[src/rtl/vin_pkg.sv]
// Shared definitions for the internal video source: pattern modes, run states,
// default timing constants and counter sizing helpers.
package vin_pkg;

   typedef enum logic [1:0] {
      VIN_MODE_SOLID  = 2'd0,
      VIN_MODE_HRAMP  = 2'd1,
      VIN_MODE_CHECK  = 2'd2,
      VIN_MODE_SCROLL = 2'd3
   } vin_mode_e;

   typedef enum logic [1:0] {
      VIN_ST_IDLE  = 2'd0,
      VIN_ST_RUN   = 2'd1,
      VIN_ST_DRAIN = 2'd2
   } vin_state_e;

   localparam int VIN_H_ACTIVE = 1600;
   localparam int VIN_H_FP     = 24;
   localparam int VIN_H_SYNC   = 16;
   localparam int VIN_H_BP     = 40;
   localparam int VIN_V_ACTIVE = 1200;
   localparam int VIN_V_FP     = 3;
   localparam int VIN_V_SYNC   = 2;
   localparam int VIN_V_BP     = 10;
   localparam int VIN_PIX_W    = 8;
   localparam int VIN_PCLK_DIV = 2;
   localparam int VIN_CHK_LOG2 = 3;

   function automatic int vin_total(input int active, input int fp, input int sync, input int bp);
      return active + fp + sync + bp;
   endfunction

   // Bits needed to hold 0..count-1, never less than one.
   function automatic int vin_cnt_w(input int count);
      return (count <= 2) ? 1 : $clog2(count);
   endfunction

endpackage

[src/rtl/vin_timing.sv]
// Pixel divider and h/v raster counters with combinational decode of de, syncs,
// pixel tick, frame boundaries and the next pixel-clock level.
module vin_timing
   import vin_pkg::*;
#(
   parameter int H_ACTIVE  = VIN_H_ACTIVE,
   parameter int H_FP      = VIN_H_FP,
   parameter int H_SYNC    = VIN_H_SYNC,
   parameter int H_BP      = VIN_H_BP,
   parameter int V_ACTIVE  = VIN_V_ACTIVE,
   parameter int V_FP      = VIN_V_FP,
   parameter int V_SYNC    = VIN_V_SYNC,
   parameter int V_BP      = VIN_V_BP,
   parameter int PCLK_DIV  = VIN_PCLK_DIV,
   localparam int H_TOTAL  = vin_total(H_ACTIVE, H_FP, H_SYNC, H_BP),
   localparam int V_TOTAL  = vin_total(V_ACTIVE, V_FP, V_SYNC, V_BP),
   localparam int HW       = vin_cnt_w(H_TOTAL),
   localparam int VW       = vin_cnt_w(V_TOTAL)
) (
   input  logic          clk,
   input  logic          rst,
   input  logic          run,
   output logic          tick,
   output logic          period_end,
   output logic          frame_first,
   output logic          frame_last,
   output logic          de,
   output logic          hs_act,
   output logic          vs_act,
   output logic          pclk_next,
   output logic [HW-1:0] h,
   output logic [VW-1:0] v
);

   localparam int DW = vin_cnt_w(PCLK_DIV);

   logic [DW-1:0] div;
   logic [DW-1:0] div_nxt;
   logic          h_last;
   logic          v_last;

   always_comb begin
      div_nxt     = (32'(div) == PCLK_DIV - 1) ? '0 : div + 1'b1;
      h_last      = (32'(h) == H_TOTAL - 1);
      v_last      = (32'(v) == V_TOTAL - 1);
      tick        = run && (div == '0);
      period_end  = run && (32'(div) == PCLK_DIV - 1);
      frame_first = (h == '0) && (v == '0);
      frame_last  = h_last && v_last;
      de          = (32'(h) < H_ACTIVE) && (32'(v) < V_ACTIVE);
      hs_act      = (32'(h) >= H_ACTIVE + H_FP) && (32'(h) < H_ACTIVE + H_FP + H_SYNC);
      vs_act      = (32'(v) >= V_ACTIVE + V_FP) && (32'(v) < V_ACTIVE + V_FP + V_SYNC);
      // Low for the first half of each pixel period, high for the second half.
      pclk_next   = run && ((div_nxt == '0) || (32'(div_nxt) > PCLK_DIV / 2));
   end

   // NOTE: sequential state uses <= so every register samples pre-edge values.
   always_ff @(posedge clk or negedge rst) begin
      if (!rst) begin
         div <= '0;
         h   <= '0;
         v   <= '0;
      end else if (!run) begin
         div <= '0;
         h   <= '0;
         v   <= '0;
      end else begin
         div <= div_nxt;
         if (tick) begin
            if (h_last) begin
               h <= '0;
               v <= v_last ? '0 : v + 1'b1;
            end else begin
               h <= h + 1'b1;
            end
         end
      end
   end

endmodule

[src/rtl/vin_pattern_gen.sv]
// Internal video source: run/stop control, test-pattern mux and registered video outputs.
// Define VIN_PATGEN_BORDER_EN to force a one-pixel all-ones border around the active area.
module vin_pattern_gen
   import vin_pkg::*;
#(
   parameter int H_ACTIVE = VIN_H_ACTIVE,
   parameter int H_FP     = VIN_H_FP,
   parameter int H_SYNC   = VIN_H_SYNC,
   parameter int H_BP     = VIN_H_BP,
   parameter int V_ACTIVE = VIN_V_ACTIVE,
   parameter int V_FP     = VIN_V_FP,
   parameter int V_SYNC   = VIN_V_SYNC,
   parameter int V_BP     = VIN_V_BP,
   parameter int PIX_W    = VIN_PIX_W,
   parameter int PCLK_DIV = VIN_PCLK_DIV,
   parameter int HS_POL   = 1,
   parameter int VS_POL   = 1,
   parameter int CHK_LOG2 = VIN_CHK_LOG2
) (
   input  logic             clk,
   input  logic             rst,
   input  logic             en,
   input  logic [1:0]       mode,
   input  logic [PIX_W-1:0] fill,
   output logic             v_vsync,
   output logic             v_hsync,
   output logic             v_pclk,
   output logic             v_de,
   output logic [PIX_W-1:0] v_pixel,
   output logic             frame_start
);

   localparam int   HW      = vin_cnt_w(vin_total(H_ACTIVE, H_FP, H_SYNC, H_BP));
   localparam int   VW      = vin_cnt_w(vin_total(V_ACTIVE, V_FP, V_SYNC, V_BP));
   localparam logic HS_IDLE = (HS_POL == 0);
   localparam logic VS_IDLE = (VS_POL == 0);

   vin_state_e       state;
   vin_mode_e        cur_mode;
   vin_mode_e        eff_mode;
   logic [PIX_W-1:0] cur_fill;
   logic [PIX_W-1:0] eff_fill;
   logic [7:0]       fcnt;
   logic [7:0]       scroll;
   logic [7:0]       eff_scroll;
   logic [PIX_W-1:0] pat;
   logic [PIX_W-1:0] pix_next;

   logic          run;
   logic          tick;
   logic          period_end;
   logic          frame_first;
   logic          frame_last;
   logic          de;
   logic          hs_act;
   logic          vs_act;
   logic          pclk_next;
   logic [HW-1:0] h;
   logic [VW-1:0] v;

   assign run = (state != VIN_ST_IDLE);

   vin_timing #(
      .H_ACTIVE (H_ACTIVE),
      .H_FP     (H_FP),
      .H_SYNC   (H_SYNC),
      .H_BP     (H_BP),
      .V_ACTIVE (V_ACTIVE),
      .V_FP     (V_FP),
      .V_SYNC   (V_SYNC),
      .V_BP     (V_BP),
      .PCLK_DIV (PCLK_DIV)
   ) u_timing (
      .clk         (clk),
      .rst         (rst),
      .run         (run),
      .tick        (tick),
      .period_end  (period_end),
      .frame_first (frame_first),
      .frame_last  (frame_last),
      .de          (de),
      .hs_act      (hs_act),
      .vs_act      (vs_act),
      .pclk_next   (pclk_next),
      .h           (h),
      .v           (v)
   );

   always_comb begin
      // NOTE: every variable gets a default first so no latch is inferred.
      eff_mode   = cur_mode;
      eff_fill   = cur_fill;
      eff_scroll = scroll;
      pat        = '0;
      // The first pixel of a frame must already use the freshly sampled controls.
      if (frame_first) begin
         eff_mode   = vin_mode_e'(mode);
         eff_fill   = fill;
         eff_scroll = fcnt;
      end
      case (eff_mode)
         VIN_MODE_SOLID:  pat = eff_fill;
         VIN_MODE_HRAMP:  pat = PIX_W'(32'(h));
         VIN_MODE_CHECK:  pat = ((((32'(h) ^ 32'(v)) >> CHK_LOG2) & 32'd1) != 32'd0) ? '1 : '0;
         VIN_MODE_SCROLL: pat = PIX_W'(32'(h) + 32'(eff_scroll));
         default:         pat = '0;
      endcase
`ifdef VIN_PATGEN_BORDER_EN
      if ((h == '0) || (32'(h) == H_ACTIVE - 1) || (v == '0) || (32'(v) == V_ACTIVE - 1))
         pix_next = de ? '1 : '0;
      else
         pix_next = de ? pat : '0;
`else
      pix_next = de ? pat : '0;
`endif
   end

   always_ff @(posedge clk or negedge rst) begin
      if (!rst) begin
         state       <= VIN_ST_IDLE;
         cur_mode    <= VIN_MODE_SOLID;
         cur_fill    <= '0;
         fcnt        <= '0;
         scroll      <= '0;
         v_pclk      <= 1'b0;
         v_de        <= 1'b0;
         v_pixel     <= '0;
         v_hsync     <= HS_IDLE;
         v_vsync     <= VS_IDLE;
         frame_start <= 1'b0;
      end else begin
         v_pclk      <= pclk_next;
         frame_start <= 1'b0;
         case (state)
            VIN_ST_IDLE: begin
               v_de    <= 1'b0;
               v_pixel <= '0;
               v_hsync <= HS_IDLE;
               v_vsync <= VS_IDLE;
               if (en) state <= VIN_ST_RUN;
            end
            VIN_ST_RUN: begin
               if (tick) begin
                  v_de        <= de;
                  v_pixel     <= pix_next;
                  v_hsync     <= hs_act ? ~HS_IDLE : HS_IDLE;
                  v_vsync     <= vs_act ? ~VS_IDLE : VS_IDLE;
                  frame_start <= frame_first;
                  if (frame_first) begin
                     cur_mode <= eff_mode;
                     cur_fill <= eff_fill;
                     scroll   <= fcnt;
                     fcnt     <= fcnt + 8'd1;
                  end
                  if (frame_last && !en) state <= VIN_ST_DRAIN;
               end
            end
            // Let the final pixel period finish so its pclk rise still happens.
            VIN_ST_DRAIN: begin
               if (period_end) state <= VIN_ST_IDLE;
            end
            default: state <= VIN_ST_IDLE;
         endcase
      end
   end

endmodule

[config.mk]
export PLATFORM = sky130hd
export DESIGN_NAME = vin_pattern_gen
export DESIGN_NICKNAME = d
export VERILOG_FILES = /design/src/rtl/vin_pkg.sv /design/src/rtl/vin_timing.sv /design/src/rtl/vin_pattern_gen.sv
export SDC_FILE = /design/constraint.sdc
export NUM_CORES = 1
export LEC_CHECK = 0
export ABC_AREA = 0
export BUFFER_PORTS_ARGS = -buffer_cell sky130_fd_sc_hd__buf_2
export CELL_PAD_IN_SITES_DETAIL_PLACEMENT = 0
export CELL_PAD_IN_SITES_GLOBAL_PLACEMENT = 1
export CORE_MARGIN = 5
export CORE_UTILIZATION = 43
export DETAILED_ROUTE_END_ITERATION = 8
export PLACE_DENSITY = 0.87
export REMOVE_ABC_BUFFERS = 1
export SLEW_MARGIN = 40
export SYNTH_ARGS = -nofsm -noshare
export SYNTH_HDL_FRONTEND = slang
export SYNTH_SLANG_ARGS = --single-unit
[constraint.sdc]
create_clock -name clk -period 3.22 [get_ports clk]
set_input_delay 0.322 -clock clk [delete_from_list [all_inputs] [get_ports clk]]
set_output_delay 0.322 -clock clk [all_outputs]
set_load 0.05 [all_outputs]
==> results of run 1 <==
## cell usage after synthesis, drive strengths merged, types with 3 or more instances
| library cell | number |
|---|---|
| a21o | 5 |
| a21oi | 18 |
| a31oi | 4 |
| and3 | 7 |
| buf | 10 |
| clkbuf | 5 |
| dfrtp | 64 |
| ha | 13 |
| inv | 14 |
| mux2 | 18 |
| nand2 | 50 |
| nand2b | 4 |
| nand3 | 14 |
| nand3b | 3 |
| nand4 | 11 |
| nor2 | 36 |
| nor3 | 8 |
| nor4 | 6 |
| o2111ai | 4 |
| o21a | 4 |
| o21ai | 18 |
| or3 | 11 |
| xnor2 | 14 |
| xor2 | 15 |
## layout make-up
cell class / count / area (um^2) / share of cell area
multi-input cells: 300 / 2010 / 0.468
well taps: 108 / 135 / 0.0315
clock inverters: 5 / 56.3 / 0.0131
flip-flops and latches: 64 / 1600 / 0.373
inverters: 14 / 52.6 / 0.0123
clock buffers: 11 / 141 / 0.0330
repair buffers: 47 / 294 / 0.0686
## flip-flops by register name, indices dropped and copies added (netlist names)
register      flops
u_timing.h       11
u_timing.v       11
cur_fill          8
fcnt              8
scroll            8
v_pixel           8
cur_mode          2
state             2
frame_start       1
u_timing.div      1
v_de              1
v_hsync           1
v_pclk            1
v_vsync           1
## power breakdown
group	internal, mW	leakage [nW]	switching (mW)
combinational	0.560	1.03	0.841
clock	0.378	0.0993	0.328
sequential	1.00	0.825	0.151
total	1.94	1.95	1.32
## metrics by stage
| stage | instances | util |
|---|---|---|
| floorplan | 378 | - |
| global placement | 530 | 0.470 |
| detailed placement | 530 | 0.470 |
| CTS | 546 | 0.493 |
| global route | 549 | 0.497 |
| finish | 549 | 0.497 |
## cells by family (layout without fill, tap and decap cells)
| kind of cell | after synthesis | in the layout |
|---|---|---|
| buf+inv | 29 | 77 |
| fa+ha+maj | 14 | 14 |
| mux | 18 | 18 |
| simple gates | 163 | 163 |
| compound gates | 76 | 76 |
| flops | 64 | 64 |
| xor+xnor | 29 | 29 |
## timing repair
| action | 4_1_cts | 5_1_grt |
|---|---|---|
| setup endpoints to repair | 0 | 2 |
| gates resized for setup | 0 | 3 |
| buffers inserted | 0 | 3 |
## cell usage in the layout, fill, tap and decap left out, drive strengths merged, types with 7 or more instances in the layout
master,instances
dfrtp,64
mux2,18
buf,47
inv,14
o21ai,18
xnor2,14
xor2,15
or3,11
clkbuf,11
a21oi,18
nand3,14
ha,13
nor3,8
nor2,36
nand4,11
nand2,50
and3,7
## metal layers
metal  up-vias  share of wire
met5         -              0
met4         0          0.012
met3         9          0.045
met2        75           0.46
met1      1463           0.48
li1       1491              -
## critical path, delay by kind of cell (launching register included)
family | cells | cell delay [ns]
buffers and inverters | 3 | 0.28
adders and majority gates | 3 | 0.72
AOI/OAI and AO/OA | 4 | 0.66
DFF | 1 | 0.43
and+or+nand+nor | 7 | 0.85
## final timing paths
kind / end / cells past startpoint
min in group clk: state[0] / 3
max in group asynchronous: u_timing.div / 2
max: v_pixel[6] / 17
min: u_timing.v[3] / 1
min reg2reg: v_de / 1
max reg2reg: v_pixel[6] / 17
==> results.toml, run 1 <==
[cts]
numCtsBuffers = 9
clock-root-buffer = "clkbuf_8"
cts-hold-fix-buffers = 0
cts_tree = "yes"
clk_latency_ns = 0.35
path_clk_slew_ns = 0.08
cts_buffer_depth = 2
cts.sink_count = 64
htree_levels = 3

[yosys]
synth_top_cell_area_share = 0.425
synth_area_um2 = 3770
ys_warn_count = 0
synth_fa_ha_area_frac = 0.0484
synth_top_family_by_area = "simple AND/OR/NAND/NOR gates"
synth_edf_count = 0
synth-seq-cells = 64
yosys.area_share.simple = 0.221
ys_seq_area_frac = 0.425
synth.distinct_cells = 62
synth_mux_area_frac = 0.0537
synth_area_leaders = "dfrtp_1 (42%), mux2_2 (5.4%), nand2_1 (4.9%)"
synth_top_area_cell = "dfrtp_1"
synthCells = 393
ys.flop_type = "dfrtp_1"
synth-compound-area-share = 0.141
async_flop_share = 1.00
post_synth.cell_area_avg_um2 = 9.60
synth_xor_area_frac = 0.0674

[power_and_ir_drop]
cellPowerDensity_nw_per_um2 = 759
power_mw = 3.26
leakage_nw = 1.95
vdd_drop_max_uv = 421

[drt]
via_per_inst = 5.53
routed_wl_um = 9080
wl_per_cell_um = 16.5
route.detailed.drc = 0
num_vias = 3038
initialDrtViolationCount = 182
antenna_left = 0
firstDrtPassIters = 4

[setup_path]
worstSetupEndpointType = "flop"
cp_slowest_cell = "dfrtp_1"
path_cells = "inv_2 -> ha_1 -> and4bb_2 -> nand4_1 -> nor2_1 -> buf_6 -> nand2_1 -> nand2_1 -> ha_1 -> inv_1 -> fa_1 -> nor2b_1 -> o31a_1 -> o21a_1 -> nor3_1 -> o41a_1 -> o31ai_1"
arrival_ns = 3.27
path_class = "flop to flop"
cp-start-kind = "flop"
path_max_fanout = 6
r2r_setup_slack_ns = 0.21
critical-path-max-stage-delay_ns = 0.43
r2r-start = "u_timing.v[0]"
crit_required_ns = 3.48
crit_path_start = "u_timing.v[0]"

[final_layout]
drive_gt1_frac = 0.215
finalInstanceArea_um2 = 4290
antenna-diode-count = 0
final.fill_count = 818
final_nets = 463
syn_to_final_growth_pct = 13.7

[run_status]
status = "finished with violations"
failed_checks = "hold timing"

[sta]
holdWs_ns = -0.00464
worst_slack_ns = 0.210
slew_headroom = 0.552
setup_viol = 0
setup_tns_ns = 0
rsz0062_at_grt = "no"
fin_skew_ns = 0.0113
tightest_slew_ns = 0.665
fin_crit_ns = 3.01
period_share = 0.935
max_freq_mhz = 332
finalHoldViolations = 4
maxSlewViolCount = 0

[placed_design]
gp_congestion = 0.886
detailedPlace.worstSlack_ns = 0.139
place_hpwl_um = 6650
place_area_um2 = 4060
io_buffers = 25

[grt]
track_usage = 0.174
grt_use_met3 = 0.0317
grt_max_degree = 37
grt-ovfl-total = 0
grt_pass1_vias = 3119
grt_pass1_wl_um = 15500
grtUsageMet2 = 0.276
grt-busiest-layer = "met2"
grt_use_met1 = 0.235
antenna_found_initial = 0

[min_path]
min_path_type = "primary input to async pin"

[floorplan]
ios = 26
die_w_um = 104
start_util = 0.437
coreArea_um2 = 8640
die_h_um = 104
die-area_um2 = 10700
floorplan.rows = 34

[job]
max_cap_viol_count = 0
Note: power is estimated with default switching activity, not from simulation.
==> run 2: changes to the inputs <==
--- a/config.mk
+++ b/config.mk
@@ -10,11 +10,12 @@
 export CELL_PAD_IN_SITES_DETAIL_PLACEMENT = 0
 export CELL_PAD_IN_SITES_GLOBAL_PLACEMENT = 1
 export CORE_MARGIN = 5
-export CORE_UTILIZATION = 43
+export CORE_UTILIZATION = 45
 export DETAILED_ROUTE_END_ITERATION = 8
-export PLACE_DENSITY = 0.87
+export PLACE_DENSITY = 0.88
 export REMOVE_ABC_BUFFERS = 1
 export SLEW_MARGIN = 40
 export SYNTH_ARGS = -nofsm -noshare
 export SYNTH_HDL_FRONTEND = slang
+export SYNTH_HIERARCHICAL = 1
 export SYNTH_SLANG_ARGS = --single-unit
==> constraint.sdc (replaced) <==
create_clock -name clk -period 3.8 [get_ports clk]
set_input_delay 0.38 -clock clk [delete_from_list [all_inputs] [get_ports clk]]
set_output_delay 0.38 -clock clk [all_outputs]
set_load 0.05 [all_outputs]
==> run 2 against run 1 <==
  * The run now ends clean
  * Critical path type unchanged
  * Core utilization up 2.2 points
  * Largest cell class unchanged
  * Cell area down 0.61%
  * Synthesized cell count up 3.1%
  * Fmax down 13%
  * Highest routed layer unchanged
  * Count of clock-buffer cells in the layout down 2
  * Register-to-register slack better by 0.15 ns
==> results.toml, run 2 <==
[drt]
firstDrtPassIters = 4
antenna_left = 0
initialDrtViolationCount = 187
route.detailed.drc = 0
routed_wl_um = 9430
num_vias = 3091
via_per_inst = 5.71
wl_per_cell_um = 17.4

[final_layout]
antenna-diode-count = 0
syn_to_final_growth_pct = 12.1
layout_commonest_cell = "nand2_1"
final_nets = 458
drive_gt1_frac = 0.193
final_cell_mix = "nand2_1 (71), dfrtp_1 (64), nor2_1 (27)"
finalInstanceArea_um2 = 4260
top_regs = "u_timing/h x11, u_timing/v x11"

[grt]
grt-ovfl-total = 0
grt-busiest-layer = "met2"
grt_pass1_wl_um = 15600
grt_max_degree = 41
track_usage = 0.194
grtUsageMet2 = 0.303
grt_use_met3 = 0.0410
grt_use_met1 = 0.273
antenna_found_initial = 0
grt_pass1_vias = 3022

[power_and_ir_drop]
clkPwrFrac = 0.226
cellPowerDensity_nw_per_um2 = 682
pwr-share-seq = 0.350
p_switching_mw = 1.21
vdd_drop_max_uv = 202
leakage_nw = 1.96
power.internal_mw = 1.69
power_mw = 2.91
p_comb_frac = 0.424
swShare = 0.418

[setup_path]
cp-start-kind = "flop"
path_cells = "inv_1 -> ha_1 -> nor4b_1 -> nand3_1 -> nor2_2 -> mux2_2 -> ha_1 -> fa_1 -> a211oi_1 -> o21bai_1 -> a21oi_1 -> mux2i_1 -> nand2_1"
path_class = "flop to flop"
worstSetupEndpointType = "flop"
crit_top_cell = "ha_1"
critical-path-max-stage-delay_ns = 0.47
crit_required_ns = 4.03
cp_slowest_cell = "dfrtp_1"
arrival_ns = 3.67
path_max_fanout = 7

[cts]
numCtsBuffers = 9
cts.sink_count = 64
post_cts_buffers = 0
path_clk_slew_ns = 0.08
cts_resized = 0
htree_levels = 3
cts-hold-fix-buffers = 0
cts_tree = "yes"
clock-root-buffer = "clkbuf_8"
cts_buffer_depth = 2
clk_latency_ns = 0.35

[sta]
slew_headroom = 0.564
max_freq_mhz = 290
setup_viol = 0
period_share = 0.906
holdWs_ns = 0.0103
rsz0062_at_grt = "no"
fin_skew_ns = 0.0127
tightest_slew_ns = 0.650
maxSlewViolCount = 0
finalHoldViolations = 0
fin_crit_ns = 3.44

[floorplan]
ios = 26
die_w_um = 102
floorplan.rows = 33
start_util = 0.463
coreArea_um2 = 8220
die-area_um2 = 10400
die_h_um = 102

[yosys]
post_synth.cell_area_avg_um2 = 9.39
ys_seq_area_frac = 0.421
synth_top_cell_area_share = 0.421
async_flop_share = 1.00
synth_area_um2 = 3800
synth.distinct_cells = 62
ys.flop_type = "dfrtp_1"
synth_edf_count = 0
synthCells = 405
yosysMostFrequentCell = "nand2_1"
yosys-top-cells-count = "nand2_1 (71), dfrtp_1 (64), nor2_1 (28)"
synth_area_leaders = "dfrtp_1 (42%), nand2_1 (7.0%), ha_1 (4.3%)"
synth-seq-cells = 64
synth_top_area_cell = "dfrtp_1"
ys_warn_count = 6

[placed_design]
place_area_um2 = 4040
io_buffers = 25
gp_congestion = 0.911
place_hpwl_um = 6760

[run_status]
status = "complete, no violations"

[min_path]
min_path_type = "primary input to async pin"

[job]
max_cap_viol_count = 0
==> run 2: changes by cell type after synthesis, moves of 5 or more <==
cell      before  now
nor2_1        34   28
o21ai_0       13    8
a31oi_1        4   11
xnor2_1       14    9
nand2_1       49   71
or3_1         10    1
mux2i_1        0   13
clkbuf_1       3   10
xor2_1        15   10
==> run 2: worst paths after layout <==
kind                          startpoint           to  slack [ns]  depth (start not counted)
setup reg to reg           u_timing/h[1]   v_pixel[6]        0.36                         13
max in group asynchronous            rst    scroll[1]        3.05                          2
setup / recovery           u_timing/h[1]   v_pixel[6]        0.36                         13
hold reg to reg              cur_fill[5]  cur_fill[5]        0.48                          2
min in group clk                 fill[1]  cur_fill[1]        0.24                          3
hold / removal                       rst  frame_start        0.01                          1
==> run 2: worst max-delay path: cells and delay by family, from the launching register on <==
family          cells  cell delay [ns]
compound gates      3             0.64
flops               1             0.47
simple gates        4             0.68
buf+inv             1             0.12
mux                 2             0.58
fa+ha+maj           3             0.82
==> run 2: layer usage <==
layer	part of all wire	vias to the layer above
li1	-	1516
met1	0.48	1494
met2	0.46	70
met3	0.042	11
met4	0.011	0
met5	0	-
==> run 2: stage by stage <==
| stage | util | worst slack [ns] | cells | setup TNS (ns) |
|---|---|---|---|---|
| finish | 0.519 | 0.355 | 541 | 0 |
| detailed placement | 0.492 | 0.435 | 525 | 0 |
| global placement | 0.491 | 0.529 | 525 | 0 |
| global route | 0.519 | 0.0680 | 541 | 0 |
| floorplan | - | -0.535 | 388 | -1.97 |
| CTS | 0.519 | 0.373 | 541 | 0 |
==> run 2: logic make-up (layout without fill, tap and decap cells) <==
family / count (synthesis) / in the layout / synth area share
AND/OR/NAND/NOR: 164 / 164 / 0.215
AO/OA/AOI/OAI: 84 / 84 / 0.160
flip-flops: 64 / 64 / 0.421
buffers and inverters: 33 / 64 / 0.0365
multiplexers: 27 / 27 / 0.0757
XOR/XNOR: 19 / 19 / 0.0438
adder cells (fa/ha/maj): 14 / 14 / 0.0480
==> run 2: power groups by stage <==
stage	sequential (mW)	combinational [mW]	clock (mW)
after detailed placement	1.03	1.23	0
after floorplan	1.16	0.739	0
after global routing	1.04	1.35	0.705
final	1.02	1.23	0.657
after CTS	1.02	1.23	0.671
after global placement	1.02	1.21	0
==> run 2: final cells by class <==
class	instances	area, um^2
fillers	762	3950
multi-input cells	308	2070
flip-flops and latches	64	1600
repair buffers	32	180
well taps	105	131
clock buffers	9	124
clock inverters	7	96.3
inverters	16	60.1
==> run 3: changes to the inputs <==
--- a/config.mk
+++ b/config.mk
@@ -13,7 +13,6 @@
 export CORE_UTILIZATION = 45
 export DETAILED_ROUTE_END_ITERATION = 8
 export PLACE_DENSITY = 0.88
-export REMOVE_ABC_BUFFERS = 1
 export SLEW_MARGIN = 40
 export SYNTH_ARGS = -nofsm -noshare
 export SYNTH_HDL_FRONTEND = slang
==> run 3 against run 2 <==
  * Clock skew is 0.0048 ns lower
  * Critical endpoint unchanged
  * Critical path type unchanged
  * Sequential share of layout area is 0.22 points lower
  * Cell area is 0.59% higher
==> results.toml, run 3 (same netlist as run 2, synthesis figures left out) <==
[placed_design]
detailedPlace.worstSlack_ns = 0.458
place_hpwl_um = 6490
io_buffers = 25
gp_congestion = 0.890

[job]
max_cap_viol_count = 0

[cts]
clock-root-buffer = "clkbuf_8"
path_clk_slew_ns = 0.07
cts.sink_count = 64
cts_buffer_depth = 2
htree_levels = 3
clk_latency_ns = 0.34
cts-hold-fix-buffers = 0
cts_tree = "yes"
cts_resized = 0
post_cts_buffers = 0
numCtsBuffers = 9

[power_and_ir_drop]
leakage_nw = 1.97
cellPowerDensity_nw_per_um2 = 693
vdd_drop_max_uv = 270

[sta]
setup_viol = 0
slew_headroom = 0.527
period_share = 0.890
rsz0062_at_grt = "no"
fin_skew_ns = 0.00788
finalHoldViolations = 0
maxSlewViolCount = 0
fin_crit_ns = 3.38
tightest_slew_ns = 0.706
setup_tns_ns = 0
worst_slack_ns = 0.419
max_freq_mhz = 296

[drt]
route.detailed.drc = 0
initialDrtViolationCount = 162
num_vias = 3134
routed_wl_um = 8920
wl_per_cell_um = 16.5
firstDrtPassIters = 5
via_per_inst = 5.79
antenna_left = 0

[final_layout]
layout_commonest_cell = "nand2_1"
fin_util = 0.522
antenna-diode-count = 0
final_cell_mix = "nand2_1 (71), dfrtp_1 (64), nor2_1 (27)"
final_nets = 458
top_regs = "u_timing/h x11, u_timing/v x11"
syn_to_final_growth_pct = 12.7
drive_gt1_frac = 0.190

[floorplan]
die_h_um = 102
die-area_um2 = 10400
coreArea_um2 = 8220
floorplan.rows = 33
ios = 26
die_w_um = 102
start_util = 0.463

[min_path]
min_path_type = "primary input to async pin"

[setup_path]
crit_required_ns = 4.03
path_max_fanout = 7
worstSetupEndpointType = "flop"
reg2reg_depth = 13
cp-start-kind = "flop"
path_class = "flop to flop"
arrival_ns = 3.61

[grt]
antenna_found_initial = 0
grt_max_degree = 42
track_usage = 0.181
grt-ovfl-total = 0
grt_pass1_wl_um = 14800
grt_pass1_vias = 3043

[yosys]
syn_nets = 432

[run_status]
status = "complete, no violations"
run 3: cell types whose count changed in the layout (fill, tap and decap cells not counted):
| cell | before | now |
|---|---|---|
| clkinv_2 | 2 | 1 |
| clkinv_4 | 3 | 1 |
| bufinv_16 | 2 | 3 |
| clkbuf_8 | 9 | 10 |
| clkbuf_1 | 0 | 1 |
run 3: worst paths after layout:
kind | startpoint | endpoint | slack [ns]
max | u_timing/v[0] | v_pixel[6] | 0.42
min | rst | fcnt[5] | 0.02
max reg2reg | u_timing/v[0] | v_pixel[6] | 0.42
min reg2reg | v_pixel[1] | v_pixel[1] | 0.47
max in group asynchronous | rst | u_timing/h[7] | 3.05
min in group clk | fill[3] | cur_fill[3] | 0.24
run 3: where the power goes:
part           internal, mW  leakage, nW  switching [mW]
logic                 0.469         1.01           0.765
registers             0.852        0.832           0.163
clock network         0.454        0.124           0.270
total                  1.77         1.97            1.20
run 3: layout make-up:
| class | instances | area, um^2 |
|---|---|---|
| fill | 766 | 3930 |
| sequential | 64 | 1600 |
| clock inverter | 5 | 104 |
| inverter | 16 | 60.1 |
| clock buffer | 11 | 141 |
| timing repair buffer | 32 | 180 |
| tap | 105 | 131 |
| multi-input combinational | 308 | 2070 |
run 3: worst max-delay path, stage by stage (launching register included):
cell      delay [ns]
dfrtp_1         0.44
inv_1           0.13
ha_1            0.15
nor4b_1         0.23
nand3_1         0.13
nor2_2          0.24
mux2_2          0.37
ha_1            0.24
fa_1            0.44
a211oi_1        0.36
o21bai_1        0.12
a21oi_1         0.18
mux2i_1         0.20
nand2_1         0.06
run 3: per-layer routing:
layer / routed length [um] / vias up / track usage
met1: 3940 / 1528 / 0.235
li1: - / 1515 / -
met4: 138 / 0 / 0.0454
met5: 0 / - / 0
met2: 4430 / 77 / 0.304
met3: 415 / 14 / 0.0471
run 3: stage by stage:
step           instances  hold WS, ns  area [um^2]  total power, mW
3_3_place_gp         525        0.457         4040             2.22
4_1_cts              541       0.0374         4290             2.99
5_1_grt              541       0.0512         4290             3.16
3_5_place_dp         525        0.408         4040             2.26
2_1_floorplan        405       0.0844         3800             1.93
6_report             541       0.0173         4290             2.97
